**src/rtl/sensor_scan_if.sv**
```systemverilog
// Sensor-matrix scanner bus.
//   scan_en    : run scanning while high
//   row_in     : raw row sense lines for the driven column (1 = car present)
//   col_n      : active-low one-hot column drive, 4'b1111 when idle
//   occ        : debounced occupancy map, bit 4*col+row
//   free_cnt   : 16 minus popcount(occ), one cycle behind occ
//   frame_done : one-cycle pulse at the end of each full 4-column frame
//   changed    : coincident with frame_done when any occ bit flipped in that frame
interface sensor_scan_if;
  logic        scan_en;
  logic [3:0]  row_in;
  logic [3:0]  col_n;
  logic [15:0] occ;
  logic [4:0]  free_cnt;
  logic        frame_done;
  logic        changed;

  modport master (
    output scan_en, row_in,
    input  col_n, occ, free_cnt, frame_done, changed
  );

  modport slave (
    input  scan_en, row_in,
    output col_n, occ, free_cnt, frame_done, changed
  );
endinterface

```
**src/rtl/sensor_scan.sv**
```systemverilog
// Multiplexed parking-spot sensor scanner with per-spot frame debounce.
//   clk : rising-edge clock
//   rst : synchronous active-high reset
//   bus : sensor_scan_if.slave (scan_en/row_in in; col_n/occ/free_cnt/frame_done/changed out)
// Parameters:
//   SETTLE_CYC : cycles a column is driven before its rows are sampled (>=1)
//   DEB_CNT    : consecutive disagreeing frames needed to accept a change (>=1)
module sensor_scan #(
  parameter int unsigned SETTLE_CYC = 4,
  parameter int unsigned DEB_CNT    = 3
) (
  input  logic          clk,
  input  logic          rst,
  sensor_scan_if.slave  bus
);

  localparam int unsigned DEB_W = $clog2(DEB_CNT + 1);
  localparam int unsigned CNT_W = (SETTLE_CYC > 1) ? $clog2(SETTLE_CYC) : 1;

  localparam logic [1:0] S_IDLE   = 2'd0;
  localparam logic [1:0] S_SETTLE = 2'd1;
  localparam logic [1:0] S_SAMPLE = 2'd2;

  logic [1:0]       r_state;
  logic [1:0]       r_col;
  logic [CNT_W-1:0] r_cnt;
  logic [3:0]       r_col_n;
  logic [15:0]      r_occ;
  logic [4:0]       r_free;
  logic             r_fd;
  logic             r_chg;
  logic             r_fe_pend;
  logic             r_chg_pend;
  logic             r_sticky;
  logic [DEB_W-1:0] r_deb [16];

  logic [1:0]       w_state_nxt;
  logic [1:0]       w_col_nxt;
  logic [CNT_W-1:0] w_cnt_nxt;
  logic [15:0]      w_occ_nxt;
  logic [DEB_W-1:0] w_deb_nxt [16];
  logic             w_flip;
  logic             w_frame_end;
  logic [4:0]       w_pop;

  // Next-state: settle counter, column index and frame sequencing
  always_comb begin
    w_state_nxt = r_state;
    w_col_nxt   = r_col;
    w_cnt_nxt   = r_cnt;
    case (r_state)
      S_IDLE: begin
        if (bus.scan_en) begin
          w_state_nxt = S_SETTLE;
          w_col_nxt   = 2'd0;
          w_cnt_nxt   = '0;
        end
      end
      S_SETTLE: begin
        if (r_cnt == CNT_W'(SETTLE_CYC - 1)) begin
          w_state_nxt = S_SAMPLE;
        end else begin
          w_cnt_nxt = r_cnt + CNT_W'(1);
        end
      end
      S_SAMPLE: begin
        w_cnt_nxt = '0;
        w_col_nxt = r_col + 2'd1;
        // A frame is never cut short by scan_en; it is only checked at frame end
        if ((r_col == 2'd3) && !bus.scan_en) begin
          w_state_nxt = S_IDLE;
        end else begin
          w_state_nxt = S_SETTLE;
        end
      end
      default: begin
        w_state_nxt = S_IDLE;
        w_col_nxt   = 2'd0;
        w_cnt_nxt   = '0;
      end
    endcase
  end

  // Per-spot debounce for the four rows of the sampled column
  always_comb begin
    w_occ_nxt = r_occ;
    w_deb_nxt = r_deb;
    w_flip    = 1'b0;
    if (r_state == S_SAMPLE) begin
      for (int r = 0; r < 4; r++) begin
        if (bus.row_in[r] == r_occ[{r_col, 2'(r)}]) begin
          w_deb_nxt[{r_col, 2'(r)}] = '0;
        end else if (r_deb[{r_col, 2'(r)}] + DEB_W'(1) == DEB_W'(DEB_CNT)) begin
          w_occ_nxt[{r_col, 2'(r)}] = ~r_occ[{r_col, 2'(r)}];
          w_deb_nxt[{r_col, 2'(r)}] = '0;
          w_flip                    = 1'b1;
        end else begin
          w_deb_nxt[{r_col, 2'(r)}] = r_deb[{r_col, 2'(r)}] + DEB_W'(1);
        end
      end
    end
  end

  // Occupied-spot count
  always_comb begin
    w_pop = '0;
    for (int i = 0; i < 16; i++) begin
      w_pop = w_pop + 5'(r_occ[i]);
    end
  end

  assign w_frame_end = (r_state == S_SAMPLE) && (r_col == 2'd3);

  // State, datapath and output registers
  always_ff @(posedge clk) begin
    if (rst) begin
      r_state    <= S_IDLE;
      r_col      <= 2'd0;
      r_cnt      <= '0;
      r_col_n    <= 4'b1111;
      r_occ      <= '0;
      r_free     <= 5'd16;
      r_fd       <= 1'b0;
      r_chg      <= 1'b0;
      r_fe_pend  <= 1'b0;
      r_chg_pend <= 1'b0;
      r_sticky   <= 1'b0;
      for (int i = 0; i < 16; i++) begin
        r_deb[i] <= '0;
      end
    end else begin
      r_state <= w_state_nxt;
      r_col   <= w_col_nxt;
      r_cnt   <= w_cnt_nxt;
      // Column drive follows the next state so it is valid for the whole SETTLE window
      r_col_n <= (w_state_nxt == S_IDLE) ? 4'b1111 : ~(4'b0001 << w_col_nxt);
      r_occ   <= w_occ_nxt;
      r_deb   <= w_deb_nxt;
      r_free  <= 5'd16 - w_pop;
      // Frame pulse is delayed one edge so free_cnt already reflects the final occ
      if (w_frame_end) begin
        r_fe_pend  <= 1'b1;
        r_chg_pend <= r_sticky | w_flip;
        r_sticky   <= 1'b0;
      end else begin
        r_fe_pend <= 1'b0;
        if (w_flip) begin
          r_sticky <= 1'b1;
        end
      end
      r_fd  <= r_fe_pend;
      r_chg <= r_fe_pend & r_chg_pend;
    end
  end

  assign bus.col_n      = r_col_n;
  assign bus.occ        = r_occ;
  assign bus.free_cnt   = r_free;
  assign bus.frame_done = r_fd;
  assign bus.changed    = r_chg;

endmodule

```
**src/flat_wrapper.sv**
```systemverilog
// flat-port wrapper written by rule: the top's interface ports become plain ports
module sensor_scan_flat 
#(
  parameter int unsigned SETTLE_CYC = 4,
  parameter int unsigned DEB_CNT    = 3
)
  (clk, rst, bus_scan_en, bus_row_in, bus_col_n, bus_occ, bus_free_cnt, bus_frame_done, bus_changed);
  sensor_scan_if bus_i ();
  input  logic clk;
  input  logic rst;
  input wire logic [$bits(bus_i.scan_en)-1:0] bus_scan_en;
  input wire logic [$bits(bus_i.row_in)-1:0] bus_row_in;
  output wire logic [$bits(bus_i.col_n)-1:0] bus_col_n;
  output wire logic [$bits(bus_i.occ)-1:0] bus_occ;
  output wire logic [$bits(bus_i.free_cnt)-1:0] bus_free_cnt;
  output wire logic [$bits(bus_i.frame_done)-1:0] bus_frame_done;
  output wire logic [$bits(bus_i.changed)-1:0] bus_changed;
  assign bus_i.scan_en = bus_scan_en;
  assign bus_i.row_in = bus_row_in;
  assign bus_col_n = bus_i.col_n;
  assign bus_occ = bus_i.occ;
  assign bus_free_cnt = bus_i.free_cnt;
  assign bus_frame_done = bus_i.frame_done;
  assign bus_changed = bus_i.changed;
  sensor_scan #(.SETTLE_CYC(SETTLE_CYC), .DEB_CNT(DEB_CNT)) u_core (.clk(clk), .rst(rst), .bus(bus_i));
endmodule
```
**config.mk**
```make
export PLATFORM = sky130hd
export DESIGN_NAME = sensor_scan_flat
export DESIGN_NICKNAME = d
export VERILOG_FILES = /design/src/rtl/sensor_scan_if.sv /design/src/rtl/sensor_scan.sv /design/src/flat_wrapper.sv
export SDC_FILE = /design/constraint.sdc
export NUM_CORES = 1
export LEC_CHECK = 0
export BUFFER_PORTS_ARGS = -buffer_cell sky130_fd_sc_hd__buf_2
export CORE_UTILIZATION = 30
export DETAILED_ROUTE_END_ITERATION = 8
export SYNTH_ARGS = -nofsm -noshare
export SYNTH_HDL_FRONTEND = slang
export SYNTH_SLANG_ARGS = --single-unit
```
**constraint.sdc**
```tcl
create_clock -name clk -period 4 [get_ports clk]
set_clock_uncertainty 0.2 [all_clocks]
set_input_delay 0.8 -clock clk [delete_from_list [all_inputs] [get_ports clk]]
set_output_delay 0.8 -clock clk [all_outputs]
set_load 0.05 [all_outputs]
```
* After elaboration in Yosys (flattened, before gate mapping)
Index checks and enable logic that the tools add are counted.
Storage, ports and cells: flip-flop bits (word level) 68, word-level logic and storage cells 200
Cells by class: add/subtract/negate cells 22, magnitude comparators 16, eq/ne operators 14, shifts and indexed selects 1, muxes and demuxes 85, bitwise operators 19, reductions and logical operators 16
Operators by type and width (number):
- 32-bit 2-to-1 mux | 11
- 16-bit 2-to-1 mux | 11
- 32-bit bitwise AND | 4
- 32-bit bitwise mux | 4
- 32-bit inverter | 4
- 5-bit by 1-bit adder with 5-bit output | 14
- 16-bit bitwise mux | 4
- 2-bit 2-to-1 mux | 17
- 2-bit binary-select mux with 4-bit select | 4
- 2-bit demux with 4-bit select | 4
- 5-bit greater-or-equal comparator (second input constant) | 4
- 4-bit by 5-bit less-than comparator with 1-bit output (second input constant) | 4
- 5-bit by 1-bit less-than comparator with 1-bit output (second input constant) | 4
- 4-bit inverter with 5-bit output | 4
- 1-bit 2-to-1 mux | 19
- 4-bit by 1-bit greater-or-equal comparator with 1-bit output (second input constant) | 4
- 2-bit == test (second input constant) | 7
- 2-bit by 1-bit adder with 2-bit output (second input constant) | 6
- 2-bit one-hot mux with 3 select lines | 2
- 1-bit logical AND | 10
- 1-bit binary-select mux with 2-bit select | 4
- 1-bit demux with 2-bit select | 4
- 5-bit subtractor (first input constant) | 1
- 1-bit == test | 4
- 13 further kinds | 19

* Logic depth before layout (Yosys ltp)
Gate-level depths: netlist of run 1.
depth in word-level cells 21, gate-level depth with buffers 13

* Worst setup path before layout of run 1
OpenSTA, ideal clock, no wires.
kind reg2reg, start register u_core.r_occ[4] (netlist: u_core.bus.occ[4]), end register u_core.r_free[4] (netlist: u_core.bus.free_cnt[4]), library setup time 0.117 ns, arrival 4.207 ns, required time 3.683 ns, slack -0.524 ns, cell stages (with the launch flop) 14, cell sequence dfxtp_1 -> inv_1 -> fa_1 -> ha_1 -> inv_1 -> fa_1 -> fa_1 -> fa_1 -> inv_1 -> fa_1 -> ha_1 -> fa_1 -> xnor2_1 -> nand2b_1
Between the ends: longest elaborated chain between the ends 13
Ends and longest elaborated chain:
- from (decl) | RTL line sensor_scan.sv:28 | logic [15:0] r_occ;
- from (signal assigned) | RTL line sensor_scan.sv:137 | r_occ <= w_occ_nxt;
- 5-bit by 1-bit adder with 5-bit output (12 in series) | RTL line sensor_scan.sv:108 | w_pop = w_pop + 5'(r_occ[i]);
- 5-bit subtractor | RTL line sensor_scan.sv:139 | r_free <= 5'd16 - w_pop;
- to (signal assigned) | RTL line sensor_scan.sv:139
- to (decl) | RTL line sensor_scan.sv:29 | logic [4:0] r_free;
Every way passes these cells. A chain may end at the register's enable or synchronous reset.

* Worst setup path after layout of run 1
start register u_core.r_occ[4] (netlist: u_core.bus.occ[4]), end register u_core.r_free[3] (netlist: u_core.bus.free_cnt[3])
Same word-level chain as after synthesis.

==> flow_metrics.tcl, run 1 <==
set metrics [dict create \
    postPlaceCellArea_sq_um 3960 \
    vdd_drop_max_mv 0.233 \
    drive_above_1_share_pct 24.8 \
    violations "setup timing" \
    overflow 0 \
    p_clk_share_pct 50.6 \
    route.vias.total 2798 \
    clk_pin_slew_worst_paths_ns 0.05 \
    combinationalPowerShare_pct 2.7 \
    count_of_pins_over_their_slew_limit 0 \
    clock_net_sink_count 68 \
    setup_viol_count_final 1 \
    final_nets 458 \
    post_cts.repair.setup_buffers 0 \
    cp_data_required_time_ns 3.98 \
    detailedRoute.firstIterationViolations 166 \
    wire_per_inst_um 14.4 \
    final_util_pct 37.0 \
    clock_tree_from_tritoncts "built" \
    internal-power_w 0.00115 \
    dr.pass1.iters 4 \
    final-hold-violation-count 0 \
    worst_hold_path_type "flip-flop to flip-flop" \
    synth_warnings 0 \
    initial_utilization_pct 30.8 \
    drcViolationCount 0 \
    timing.fmax_mhz 247 \
    chipWidth_um 111 \
    placement_rows 39 \
    numPortBuffers 33 \
    power_w 0.00146 \
    post_synth_instance_area_sq_um 3540 \
    clock_latency_ns 0.33 \
    most_frequent_standard_cell_in_the_layout_excluding_fill_and_tap_cells "sky130_fd_sc_hd__dfxtp_1" \
    final.min_clock_period_ns 4.05 \
    max-cap-violations 0 \
    power_leakage_nw 1.57 \
    post_route_cell_area_sq_um 4250 \
    final.setup.tns_ns -0.0458 \
    grt_max_degree 53 \
    syn_nets 415 \
    cts-root-buf "sky130_fd_sc_hd__clkbuf_16" \
    cellPowerDensity_nw_per_um2 343 \
    maxSlewHeadroom_pct 40.6 \
    synth_seq_area_share_pct 38.5 \
    criticalPathCategory "flip-flop to flip-flop" \
    ys_seq_elements 68 \
    dominant_cell_type_by_area_after_synthesis "sky130_fd_sc_hd__dfxtp_1" \
    net-switching-power_w 0.000306 \
    route.final.wire_length_mm 8.13 \
    post_synth_inst_count 375 \
    gp_congestion 0.846 \
    dpl.cell_count 550 \
    dpl.hpwl_mm 5.88 \
    asyncSetResetFlopFracSynth_pct 0 \
    postCtsHoldBufs 0 \
    status "finished, violations left" \
    dieArea_sq_um 12200 \
    fill_cells 1127 \
    crit_path_end_kind "flip-flop" \
    die_y_um 111 \
    worstPathMaxFanout 2 \
    syn_area_per_cell_sq_um 9.43 \
    cts_htree_levels 3 \
    synth.lib_cells_used.distinct 37 \
    cp-start-kind "flip-flop" \
    synth.top_cell.area_share_pct 38.5 \
    gr-usage-all-layers_pct 14.6 \
    num_io_pins 34 \
    synth_ff_type "sky130_fd_sc_hd__dfxtp_1" \
    ff2ff_setup_slack_ns -0.05 \
    antenna_cells 0 \
    cts_buffers 9 \
    final_critical_path_setup_slack_ns -0.0458 \
    arrival_ns 4.03 \
    synth_edf_count 0 \
    worstMarginPinSlew_ns 0.890 \
    grt_antenna_before_repair 0 \
    grt_pass1_vias 2758 \
    routed_via_density 4.97 \
    synth.area.top_cells "sky130_fd_sc_hd__dfxtp_1 (38%), sky130_fd_sc_hd__ha_1 (8.1%), sky130_fd_sc_hd__mux4_2 (7.6%), sky130_fd_sc_hd__a21oi_1 (5.9%), sky130_fd_sc_hd__nand2_1 (5.7%)" \
    antenna_left 0 \
    area_growth_syn_to_layout_pct 20.1 \
    layout_worst_path_cycle_share_pct 101 \
    switching_share_pct 21.0 \
    final-instance-count-excl-fill 563 \
    rsz0062_at_grt "yes" \
    seq_power_share_pct 46.7 \
    cts.path.max_buffers 2 \
    first_pass_grt_wire_length_mm 14.1 \
    design.core.area_sq_um 11500 \
    layout.cells.most_common_list "sky130_fd_sc_hd__dfxtp_1 (56), sky130_fd_sc_hd__nand2_1 (54), sky130_fd_sc_hd__a21oi_1 (42)" \
]
-- cells by family after synthesis --
logic type / share of synthesized area [%]
DFF: 38.5
AOI/OAI and AO/OA: 13.1
and+or+nand+nor: 17.3
buffers and inverters: 5.84
xor gates and xnor gates: 2.44
muxes: 9.06
adders and majority gates: 13.8
-- state kept, by name (all words and copies together) (netlist names) --
signal / cells
u_core.r_deb: 32
u_core.bus.occ: 16
u_core.bus.free_cnt: 5
u_core.bus.col_n: 4
u_core.r_cnt: 2
u_core.r_col: 2
u_core.r_state: 2
u_core.bus.changed: 1
u_core.bus.frame_done: 1
u_core.r_chg_pend: 1
u_core.r_fe_pend: 1
u_core.r_sticky: 1
-- what timing repair did --
item	in CTS	in global routing
setup endpoints to repair	2	2
cloned	0	0
pin swaps	2	0
gates resized for setup	3	3
-- per-layer routing --
layer | vias to the layer above | track usage [%] | wire length, um
met4 | 0 | 4.27 | 99
li1 | 1375 | - | -
met2 | 55 | 23.9 | 3820
met5 | - | 0 | 0
met1 | 1359 | 19.0 | 3910
met3 | 9 | 3.57 | 299
-- metrics by stage --
step | hold WS (ns) | setup slack, ns
6_report | 0.251 | -0.0458
5_1_grt | 0.268 | -0.162
4_1_cts | 0.251 | -0.0493
3_5_place_dp | 0.240 | -0.0687
3_3_place_gp | 0.235 | -0.0189
2_1_floorplan | 0.220 | -0.0755
-- layout make-up --
type                       instances  area, sq um  area share [%]
tap                              143          179            4.21
inverter                          33          124            2.92
clock buffer                      11          264            6.22
sequential                        68         1380            32.6
multi-input combinational        257         2000            47.1
clock inverter                     2         10.0           0.236
timing repair buffer              49          285            6.72
-- worst max-delay path: stages, from the launching register on --
cell                      delay, ns
sky130_fd_sc_hd__dfxtp_4       0.34
sky130_fd_sc_hd__inv_2         0.03
sky130_fd_sc_hd__fa_1          0.53
sky130_fd_sc_hd__ha_2          0.18
sky130_fd_sc_hd__inv_2         0.04
sky130_fd_sc_hd__fa_1          0.45
sky130_fd_sc_hd__fa_2          0.35
sky130_fd_sc_hd__fa_1          0.50
sky130_fd_sc_hd__inv_2         0.04
sky130_fd_sc_hd__fa_1          0.53
sky130_fd_sc_hd__ha_2          0.17
sky130_fd_sc_hd__fa_2          0.41
sky130_fd_sc_hd__nor2b_1       0.13
-- power by group through the flow --
stage	logic, W	registers [W]	clock network (W)
global placement	0.0000384	0.000695	0
finish	0.0000392	0.000681	0.000738
CTS	0.0000395	0.000681	0.000752
detailed placement	0.0000393	0.000695	0
global route	0.0000436	0.000681	0.000780
floorplan	0.0000244	0.000697	0
-- cell usage after synthesis, types with 5 or more instances --
cell type,instances
sky130_fd_sc_hd__dfxtp_1,68
sky130_fd_sc_hd__nand2_1,54
sky130_fd_sc_hd__a21oi_1,42
sky130_fd_sc_hd__inv_1,33
sky130_fd_sc_hd__ha_1,23
sky130_fd_sc_hd__a211oi_1,14
sky130_fd_sc_hd__or3_1,13
sky130_fd_sc_hd__mux4_2,12
sky130_fd_sc_hd__o21ai_0,12
sky130_fd_sc_hd__clkbuf_1,11
sky130_fd_sc_hd__fa_1,10
sky130_fd_sc_hd__nand3b_1,8
sky130_fd_sc_hd__nor2_1,8
sky130_fd_sc_hd__nor2b_1,8
sky130_fd_sc_hd__nor3_1,8
sky130_fd_sc_hd__mux2i_1,5
sky130_fd_sc_hd__nand2b_1,5
-- path summary, 6_finish.rpt --
| check | from | depth (start not counted) | endpoint |
|---|---|---|---|
| hold reg to reg | u_core.r_deb[7] | 2 | u_core.r_deb[7] |
| setup reg to reg | u_core.bus.occ[4] | 12 | u_core.bus.free_cnt[3] |
| hold / removal | u_core.r_deb[7] | 2 | u_core.r_deb[7] |
| setup / recovery | u_core.bus.occ[4] | 12 | u_core.bus.free_cnt[3] |
Note: power is estimated with default switching activity, not from simulation.
==> run 2: changes to the inputs <==
--- a/config.mk
+++ b/config.mk
@@ -5,9 +5,12 @@
 export SDC_FILE = /design/constraint.sdc
 export NUM_CORES = 1
 export LEC_CHECK = 0
+export ABC_AREA = 1
 export BUFFER_PORTS_ARGS = -buffer_cell sky130_fd_sc_hd__buf_2
+export CORE_ASPECT_RATIO = 1.2
 export CORE_UTILIZATION = 30
 export DETAILED_ROUTE_END_ITERATION = 8
+export SLEW_MARGIN = 10
 export SYNTH_ARGS = -nofsm -noshare
 export SYNTH_HDL_FRONTEND = slang
 export SYNTH_SLANG_ARGS = --single-unit
==> run 2 against run 1 <==
Effect of this change: the run still ends with setup timing left; sequential power about the same; critical path depth rose by 1; global-route usage up 1.2 points; clock power shrank 2.7%; combinational power grew 24%; maximum frequency is 1.0% higher; critical endpoint unchanged; worst setup slack gained 0.041 ns; largest cell class unchanged; synthesized cell count rose by 27%; cell count is 21% higher; die area is 4.2% higher.
==> flow_metrics.tcl, run 2 <==
set metrics [dict create \
    rsz0062_at_grt "yes" \
    cp_data_required_time_ns 4.01 \
    crit_chain "inv_2 > fa_2 > ha_1 > inv_1 > fa_1 > fa_2 > fa_1 > inv_2 > fa_1 > ha_2 > fa_2 > inv_2 > nor2_1" \
    final-hold-violation-count 0 \
    timing.fmax_mhz 250 \
    clock_net_sink_count 68 \
    arrival_ns 4.01 \
    most_frequent_standard_cell_in_the_layout_excluding_fill_and_tap_cells "sky130_fd_sc_hd__nand2_1" \
    layout_worst_path_cycle_share_pct 100 \
    whs_ns 0.224 \
    critical_path_buf_inv_count 4 \
    dr.pass1.iters 5 \
    critical-path-top-delay-family "adder cells" \
    route.final.wire_length_mm 9.29 \
    design.core.area_sq_um 12100 \
    clock_latency_ns 0.33 \
    postPlaceCellArea_sq_um 4110 \
    max-cap-violations 0 \
    drcViolationCount 0 \
    cts_buffers 9 \
    num_io_pins 34 \
    gp_congestion 0.798 \
    chipWidth_um 103 \
    cp-start-kind "flip-flop" \
    dominant_cell_type_by_area_after_synthesis "sky130_fd_sc_hd__dfxtp_1" \
    detailedRoute.firstIterationViolations 232 \
    status "finished, violations left" \
    synth.area.top_cells "sky130_fd_sc_hd__dfxtp_1 (37%), sky130_fd_sc_hd__ha_1 (7.8%), sky130_fd_sc_hd__nand2_1 (6.7%), sky130_fd_sc_hd__a21oi_1 (6.1%), sky130_fd_sc_hd__inv_1 (6.0%)" \
    violations "setup timing" \
    synth.top_cell.area_share_pct 36.9 \
    worst_hold_path_type "flip-flop to flip-flop" \
    compound_cell_area_share_of_the_yosys_netlist_pct 16.8 \
    xor_and_xnor_fraction_of_the_mapped_netlist_area_pct 0.237 \
    power_leakage_nw 1.92 \
    criticalPathCategory "flip-flop to flip-flop" \
    vdd_drop_max_mv 0.196 \
    layout.cells.most_common_list "sky130_fd_sc_hd__nand2_1 (66), sky130_fd_sc_hd__dfxtp_1 (57), sky130_fd_sc_hd__inv_1 (55)" \
    commonest_cells_in_the_netlist "sky130_fd_sc_hd__dfxtp_1 (68), sky130_fd_sc_hd__nand2_1 (66), sky130_fd_sc_hd__inv_1 (59)" \
    final_nets 558 \
    routed_via_density 4.77 \
    cts_htree_levels 3 \
    clock_tree_from_tritoncts "built" \
    top_register "u_core.r_deb" \
    synth_ff_type "sky130_fd_sc_hd__dfxtp_1" \
    largest_register_ff_count 32 \
    worstMarginPinSlew_ns 0.536 \
    post_synth_instance_area_sq_um 3690 \
    count_of_pins_over_their_slew_limit 0 \
    die_y_um 123 \
    drive_above_1_share_pct 24.5 \
    cts.path.max_buffers 2 \
    placement.setup.worst_slack_ns -0.0354 \
    gr-usage-all-layers_pct 15.8 \
    dpl.cell_count 668 \
    initial_utilization_pct 30.6 \
    synth_seq_area_share_pct 36.9 \
    final_critical_path_setup_slack_ns -0.00470 \
    fill_cells 1217 \
    post_synth_inst_count 477 \
    syn_nets 517 \
    placement_rows 44 \
    yosys-mux-area-fraction_pct 0 \
    ys_seq_elements 68 \
    synth_warnings 0 \
    route.vias.total 3266 \
    dieArea_sq_um 12700 \
    overflow 0 \
    grt_antenna_before_repair 0 \
    dominant_combinational_cell_family_by_area_after_synthesis "simple AND/OR/NAND/NOR gates" \
    post_route_cell_area_sq_um 4380 \
    grt_max_degree 31 \
    clk_pin_slew_worst_paths_ns 0.06 \
    wire_per_inst_um 13.6 \
    area_growth_syn_to_layout_pct 18.6 \
    final_util_pct 36.3 \
    asyncSetResetFlopFracSynth_pct 0 \
    post_synth_and_or_nand_nor_area_fraction_pct 23.1 \
    antenna_left 0 \
    grt_pass1_vias 3049 \
    cellPowerDensity_nw_per_um2 331 \
    max_stage_delay_ns 0.55 \
    syn_area_per_cell_sq_um 7.73 \
    first_pass_grt_wire_length_mm 15.1 \
    worstPathMaxFanout 2 \
    cts-root-buf "sky130_fd_sc_hd__clkbuf_16" \
    synth.lib_cells_used.distinct 33 \
    antenna_cells 0 \
    post-synth-top-count-cell "sky130_fd_sc_hd__dfxtp_1" \
    setup_viol_count_final 1 \
    synth_edf_count 0 \
    final-instance-count-excl-fill 684 \
    maxSlewHeadroom_pct 64.2 \
    post_synth_fa_ha_maj_area_fraction_pct 13.2 \
    dpl.hpwl_mm 6.76 \
    cpMaxStageDelayCell "sky130_fd_sc_hd__fa_2" \
    crit_path_end_kind "flip-flop" \
    numPortBuffers 33 \
    final.min_clock_period_ns 4.00 \
]
[run 2: path summary, 6_finish.rpt]
kind,start,end,slack [ns],depth (start not counted)
min,u_core.r_fe_pend,u_core.bus.frame_done,0.22,2
min reg2reg,u_core.r_fe_pend,u_core.bus.frame_done,0.22,2
max reg2reg,u_core.bus.occ[4],u_core.bus.free_cnt[3],-0.005,13
max,u_core.bus.occ[4],u_core.bus.free_cnt[3],-0.005,13
[run 2: timing repair]
item,4_1_cts,5_1_grt
pin swaps,1,1
setup endpoints to repair,2,2
hold buffers,0,0
setup buffers,0,0
gates resized for setup,0,2
[run 2: area by class of cell]
| type | instances | area [sq um] | share of cell area [%] |
|---|---|---|---|
| Inverter | 70 | 265 | 6.06 |
| Clock inverter | 5 | 26.3 | 0.601 |
| Clock buffer | 11 | 243 | 5.55 |
| Timing Repair Buffer | 46 | 263 | 6.01 |
| Multi-Input combinational cell | 323 | 1990 | 45.6 |
| Tap cell | 161 | 201 | 4.60 |
| Sequential cell | 68 | 1380 | 31.6 |
[run 2: report_power, final]
| part | internal (W) | total [W] | switching (W) |
|---|---|---|---|
| combinational | 0.0000135 | 0.0000486 | 0.0000351 |
| clock | 0.000432 | 0.000718 | 0.000287 |
| sequential | 0.000679 | 0.000681 | 0.00000256 |
[run 2: tightest hold or removal path: stages, from the launching register on]
cell and delay [ns]:
sky130_fd_sc_hd__dfxtp_1 0.31, sky130_fd_sc_hd__inv_1 0.05, sky130_fd_sc_hd__nor2_1 0.03
[run 2: cell families after synthesis]
family | Yosys count
AND/OR/NAND/NOR | 173
AO/OA/AOI/OAI | 116
buffers and inverters | 86
flip-flops | 68
adder cells (fa/ha/maj) | 33
XOR/XNOR | 1
[run 2: stage by stage]
stage	total power, W	TNS (ns)
floorplan	0.000730	-0.0665
global placement	0.000743	0
detailed placement	0.000745	-0.0469
CTS	0.00146	-0.0369
global route	0.00149	-0.235
finish	0.00145	-0.00470
[run 2: per-layer routing]
layer	vias to the layer above	GRT usage (%)	part of all wire [%]
li1	1632	-	-
met1	1537	18.5	42
met2	77	27.8	50
met3	20	3.00	5.0
met4	0	6.78	2.5
met5	-	0	0
